===== config.mk =====
export PLATFORM = sky130hd
export DESIGN_NAME = if_id_stage
export DESIGN_NICKNAME = d
export VERILOG_FILES = /design/src/rtl/if_id_stage_pkg.sv /design/src/rtl/if_id_reg.sv /design/src/rtl/if_id_stage.sv
export SDC_FILE = /design/constraint.sdc
export NUM_CORES = 1
export LEC_CHECK = 0
export ABC_AREA = 1
export BUFFER_PORTS_ARGS = -buffer_cell sky130_fd_sc_hd__buf_2
export CAP_MARGIN = 20
export CORE_MARGIN = 4
export CORE_UTILIZATION = 35
export DETAILED_ROUTE_END_ITERATION = 7
export GPL_TIMING_DRIVEN = 0
export PLACE_DENSITY = 0.68
export SETUP_SLACK_MARGIN = 0.05
export SKIP_CTS_REPAIR_TIMING = 1
export SLEW_MARGIN = 20
export SYNTH_ARGS = -nofsm -noshare
export SYNTH_HDL_FRONTEND = slang
export SYNTH_SLANG_ARGS = --single-unit

===== constraint.sdc =====
create_clock -name clk -period 4.4 [get_ports clk]
set_input_delay 0.22 -clock clk [delete_from_list [all_inputs] [get_ports clk]]
set_output_delay 0.22 -clock clk [all_outputs]
set_load 0.05 [all_outputs]

===== src/rtl/if_id_stage_pkg.sv =====
// Shared constants, IF/ID payload type and the PC increment helper for the fetch stage.
package if_id_stage_pkg;

    localparam int unsigned PC_W    = 32;
    localparam int unsigned INSTR_W = 32;

    localparam logic [PC_W-1:0]    RESET_VECTOR = 32'h8000_0000;
    localparam logic [PC_W-1:0]    IRQ_VECTOR   = 32'h8000_0004;
    localparam logic [INSTR_W-1:0] NOP_INSTR    = 32'h0000_0000;

    typedef struct packed {
        logic [INSTR_W-1:0] instr;
        logic [PC_W-1:0]    pc_plus4;
        logic               valid;
    } if_id_t;

    // Bit 31 is the kernel-mode flag; only the lower bits count and wrap.
    function automatic logic [PC_W-1:0] pc_increment(input logic [PC_W-1:0] pc);
        return {pc[PC_W-1], pc[PC_W-2:0] + (PC_W-1)'(4)};
    endfunction

endpackage


===== src/rtl/if_id_reg.sv =====
// IF/ID pipeline register: flush beats hold, hold beats load.
module if_id_reg
    import if_id_stage_pkg::*;
(
    input  logic               clk,
    input  logic               reset,
    input  logic               load,
    input  logic               flush,
    input  logic [INSTR_W-1:0] instr,
    input  logic [PC_W-1:0]    pc_plus4,
    output logic [INSTR_W-1:0] instr_id,
    output logic [PC_W-1:0]    pc_plus4_id,
    output logic               valid_id
);

    if_id_t q;

    always_ff @(posedge clk) begin
        if (reset) begin
            q.instr    <= NOP_INSTR;
            q.pc_plus4 <= RESET_VECTOR;
            q.valid    <= 1'b0;
        end else if (flush) begin
            q.instr    <= NOP_INSTR;
            q.pc_plus4 <= pc_plus4;
            q.valid    <= 1'b0;
        end else if (load) begin
            q.instr    <= instr;
            q.pc_plus4 <= pc_plus4;
            q.valid    <= 1'b1;
        end
    end

    assign instr_id    = q.instr;
    assign pc_plus4_id = q.pc_plus4;
    assign valid_id    = q.valid;

endmodule


===== src/rtl/if_id_stage.sv =====
// Fetch stage: PC register, next-PC selection, IF/ID register and interrupt entry.
// Interrupt entry (irq_take, EPC, IRQ_Ack) exists only when IF_IRQ_EN is defined.
module if_id_stage
    import if_id_stage_pkg::*;
(
    input  logic               clk,
    input  logic               reset,
    input  logic               PC_IFWrite,
    input  logic               Branch_Taken,
    input  logic [PC_W-1:0]    Branch_Target,
    input  logic               IRQ,
    input  logic [INSTR_W-1:0] Instr_in,
    output logic [PC_W-1:0]    PC,
    output logic [INSTR_W-1:0] Instr_id,
    output logic [PC_W-1:0]    PC_plus4_id,
    output logic               Valid_id,
    output logic               PC_31,
    output logic               PC_id_31,
    output logic               IRQ_Ack,
    output logic [PC_W-1:0]    EPC
);

    logic [PC_W-1:0] pc_q;
    logic [PC_W-1:0] pc_incr_c;
    logic [PC_W-1:0] pc_next_c;
    logic            irq_take_c;
    logic            flush_c;

    assign pc_incr_c = pc_increment(pc_q);

`ifdef IF_IRQ_EN
    // Only user-mode code with a user-mode instruction in ID can be interrupted.
    assign irq_take_c = IRQ & ~pc_q[PC_W-1] & ~PC_plus4_id[PC_W-1];

    logic [PC_W-1:0] epc_q;
    logic            irq_ack_q;

    always_ff @(posedge clk) begin
        if (reset) begin
            epc_q     <= '0;
            irq_ack_q <= 1'b0;
        end else begin
            irq_ack_q <= irq_take_c;
            if (irq_take_c) begin
                epc_q <= Valid_id ? (PC_plus4_id - PC_W'(4)) : pc_q;
            end
        end
    end

    assign EPC     = epc_q;
    assign IRQ_Ack = irq_ack_q;
`else
    logic unused_irq;
    assign unused_irq = IRQ;
    assign irq_take_c = 1'b0;
    assign EPC        = '0;
    assign IRQ_Ack    = 1'b0;
`endif

    assign flush_c = irq_take_c | Branch_Taken;

    always_comb begin
        pc_next_c = pc_q;
        if (irq_take_c) begin
            pc_next_c = IRQ_VECTOR;
        end else if (Branch_Taken) begin
            pc_next_c = Branch_Target;
        end else if (PC_IFWrite) begin
            pc_next_c = pc_incr_c;
        end
    end

    always_ff @(posedge clk) begin
        if (reset) begin
            pc_q <= RESET_VECTOR;
        end else begin
            pc_q <= pc_next_c;
        end
    end

    if_id_reg u_if_id_reg (
        .clk         (clk),
        .reset       (reset),
        .load        (PC_IFWrite),
        .flush       (flush_c),
        .instr       (Instr_in),
        .pc_plus4    (pc_incr_c),
        .instr_id    (Instr_id),
        .pc_plus4_id (PC_plus4_id),
        .valid_id    (Valid_id)
    );

    assign PC       = pc_q;
    assign PC_31    = pc_q[PC_W-1];
    assign PC_id_31 = PC_plus4_id[PC_W-1];

endmodule


==> results by stage <==
Critical path:
- The arrival time at the worst endpoint is 1.96 ns.
- In this run the critical register-to-register path is launched from PC[2].
- The maximum net fanout on the critical path is 5.
- The critical path endpoint category is a register.
- The endpoint identified for the worst register-to-register timing path is u_if_id_reg.pc_plus4_id[28].
- The register-to-register setup slack is 2.69 ns.
- Counting cells, the worst reg-to-reg path comes to 10.
- The kind of start point of the critical path is a register.
- The kind of critical path is register to register.
- The critical path ends at u_if_id_reg.pc_plus4_id[28].
- The most critical setup path has its startpoint at PC[2].
- The required time at the worst-slack endpoint is 4.65 ns.

Finish:
- The register cell area after layout is a little under 2000 um^2.
- The post-route netlist has 29.6% of its cells at a drive strength greater than 1.
- The area used by multi-input combinational logic is ~2300 um^2.
- The most common cell after layout, fill and taps aside is nand2_1.
- Relative to the synthesized area, the layout overhead comes to 30.7%.
- The number of fill cells is 1412.
- The final layout net count is 936.
- In the layout the commonest cells are nand2_1 (181), buf_2 (173), dfxtp_1 (97).

Yosys:
- The flip-flop cell with the highest count after synthesis is dfxtp_1.
- The count of state elements after synthesis is 97.
- The number of enable-type register cells in the synthesized netlist is 0.
- The summed instance area of the synthesized netlist is 4710 um^2.
- Yosys printed 0 warnings.
- The cell count after synthesis is 660.
- The share of the yosys chip area belonging to registers is 41.2%.
- The post-synthesis async set-or-reset flop share is 0%.
- The synthesized netlist contains 31 unique library cells.
- The mean instance size in the synthesized netlist is 7.14 um^2.

STA:
- The achievable clock frequency is roughly 0.58 GHz.
- Subtracting the final worst setup slack from the clock period gives 1.71 ns.
- Across all hold checks on the routed design, the worst slack comes to 0.0743 ns.
- For the pin with the worst max-slew slack, the measured transition is 0.607 ns.
- In the finished design, the share of the clock period the worst path needs comes to about two fifths.
- The final sum of negative setup slack is 0 ns.
- Setup repair after global routing left no endpoint under its margin.
- The number of setup violations in the final report is 0.
- The count of endpoints failing hold in the final timing report is 0.
- The count of pins over their slew limit is 0.
- For the final database, setup skew stands at 0.00923 ns.
- The worst max-slew margin expressed relative to the limit is 59.5%.

Routing:
- The post-detailed-route count of antenna-violating nets is 0.
- The first-pass iteration count of the detailed router is 5.
- The count of unresolved DRC violations after routing is 0.
- For this block, the initial DRC count from the detailed router was about 220.
- After detailed routing, the average wire length per cell comes to between 10 and 15 um.
- Dividing the detail-routed via count by the number of cells gives 4.48.
- The wire length reported by the detailed router is 14200 um.
- For this block, the via count after detailed routing is 4694.

Power:
- The share of total power dissipated in the clock network is a little over a third.
- The relative contribution of combinational cells to total power is 21.9%.
- Power spread over the standard cell area amounts to 363 nW/um^2.
- The total design power is approximately 2200 uW.
- The leakage power is 0.00316 uW.
- Sequential cells burn 43.1% of the power.
- Of the total power, the share spent switching nets is approximately a third.
- The worst supply voltage drop on vdd is around 0.27 mV.
- The analysis attributes to net switching a power of 746 uW.
- The internal portion of the total power is 1490 uW.

Floorplan:
- The full die area is between 15000 and 20000 um^2.
- The die is ~120 um wide.
- The vertical die dimension is 124 um.
- The effective utilization at floorplan is 35.7%.
- The area of the core is 13200 um^2.
- The total I/O pin count is 201.
- The cell row count is 42.

Clock tree:
- Clock-pin slew was measured on the worst setup and hold paths at 0.07 ns.
- The CTS tree is built.
- The number of H-tree levels is 3.
- For the worst-skew pair, the clock arrives at the later sink with an insertion delay of 0.35 ns.
- In this run, CTS created clock tree buffers numbering 9.
- The clock passes through at most 2 buffers.
- Counting every sink on the clock net gives 97.
- The CTS root buffer is clkbuf_16.

Placement:
- The congestion estimate from routability-driven global placement came to between 0.8 and 0.9.
- Input and output buffers added on the ports amount to 163.
- The wire-length estimate of the detail-placed layout is ~11000 um.

GRT:
- The initial antenna violation count is 0.
- The first global-routing pass estimated 21800 um of wire.
- The number of global-route vias before repair is 4421.
- Global routing used 18.3% of the available tracks across all layers.
- The maximum number of pins on one net before global-route repair is 16.
- The remaining global-route overflow is 0.

Worst hold path:
- The class of the most critical hold timing path is input port to register.
- The startpoint of the lowest-slack hold path is Branch_Target[31].
- The count of cells along the worst hold path is 3.

Flow run:
- The tool flagged a number of max-cap violations equal to 0.

Run status:
- The flow ran to the end, and the final reports show no timing, DRC or antenna violations.
==> state kept, by name (all words and copies together) (netlist names) <==
name                     flops
PC                          32
u_if_id_reg.instr_id        32
u_if_id_reg.pc_plus4_id     32
u_if_id_reg.valid_id         1
==> worst min-delay path by stage <==
| stage | end | slack, ns |
|---|---|---|
| 3_5_place_dp | PC[31] | 0.44 |
| 6_report | PC[31] | 0.07 |
| 2_1_floorplan | PC[31] | 0.35 |
| 3_3_place_gp | PC[31] | 0.44 |
| 5_1_grt | PC[31] | 0.08 |
| 4_1_cts | PC[31] | 0.06 |
==> logic make-up (layout without fill, tap and decap cells) <==
logic type | Yosys count | after routing | synth area share [%]
AO/OA/AOI/OAI | 115 | 115 | 14.0
XOR/XNOR | 15 | 15 | 3.27
adder cells (fa/ha/maj) | 1 | 1 | 0.266
buffers and inverters | 114 | 293 | 12.2
flip-flops | 97 | 97 | 41.2
other | 1 | 34 | 0.0796
AND/OR/NAND/NOR | 317 | 317 | 29.0
==> cells in the mapped netlist, drive strengths merged (3+ instances only) <==
library cell	instances	area, um^2
o21ai	33	165
nand3b	5	37.5
xor2	12	128
dfxtp	97	1940
a22oi	20	150
nor2	105	492
a31oi	7	43.8
nand3	12	60.1
a21oi	53	284
inv	46	173
buf	52	343
nand2	190	746
xnor2	3	26.3
clkbuf	16	60.1
and2	4	25.0
==> metrics by stage <==
stage               cell area [um^2]  worst slack (ns)  utilization, %  std cells
CTS                             6160              2.69            46.7       1047
detailed placement              5870              2.70            44.5       1031
finish                          6160              2.69            46.7       1048
floorplan                       4830              2.51               -        692
global placement                5870              2.74            44.5       1031
global route                    6160              2.55            46.7       1047
==> power by group through the flow <==
stage                     Clock [uW]  Combinational (uW)  Sequential (uW)
after global routing             834                 528              972
after detailed placement           0                 491              985
final                            783                 490              966
after floorplan                    0                 214             1140
after global placement             0                 490              984
after CTS                        799                 492              965
==> worst max-delay path, stage by stage, from the launching register on <==
cell and delay (ns):
dfxtp_1 0.41, ha_1 0.23, nand2_2 0.08, nor2_4 0.15, nand2_4 0.12, nor2_4 0.22, nand2_1 0.08, nand2_1 0.06
nand2_1 0.08, o21ai_1 0.13, inv_1 0.05
==> metal layers <==
layer	global-route usage [%]	vias up	part of all wire, %
li1	-	2429	-
met1	22.6	2082	43
met2	29.8	170	46
met3	5.68	13	9.4
met4	7.12	0	1.3
met5	0	-	0
==> area by class of cell <==
type                       count  area share (%)
multi-input combinational    481            37.6
sequential                    97            31.5
timing repair buffer         163            13.2
buffer                        68            6.54
clock buffer                  11            3.78
tap                          176            3.58
inverter                      46            2.80
clock inverter                 5           0.914
antenna                        1          0.0406
No activity file was read; power rests on OpenSTA's default activity.
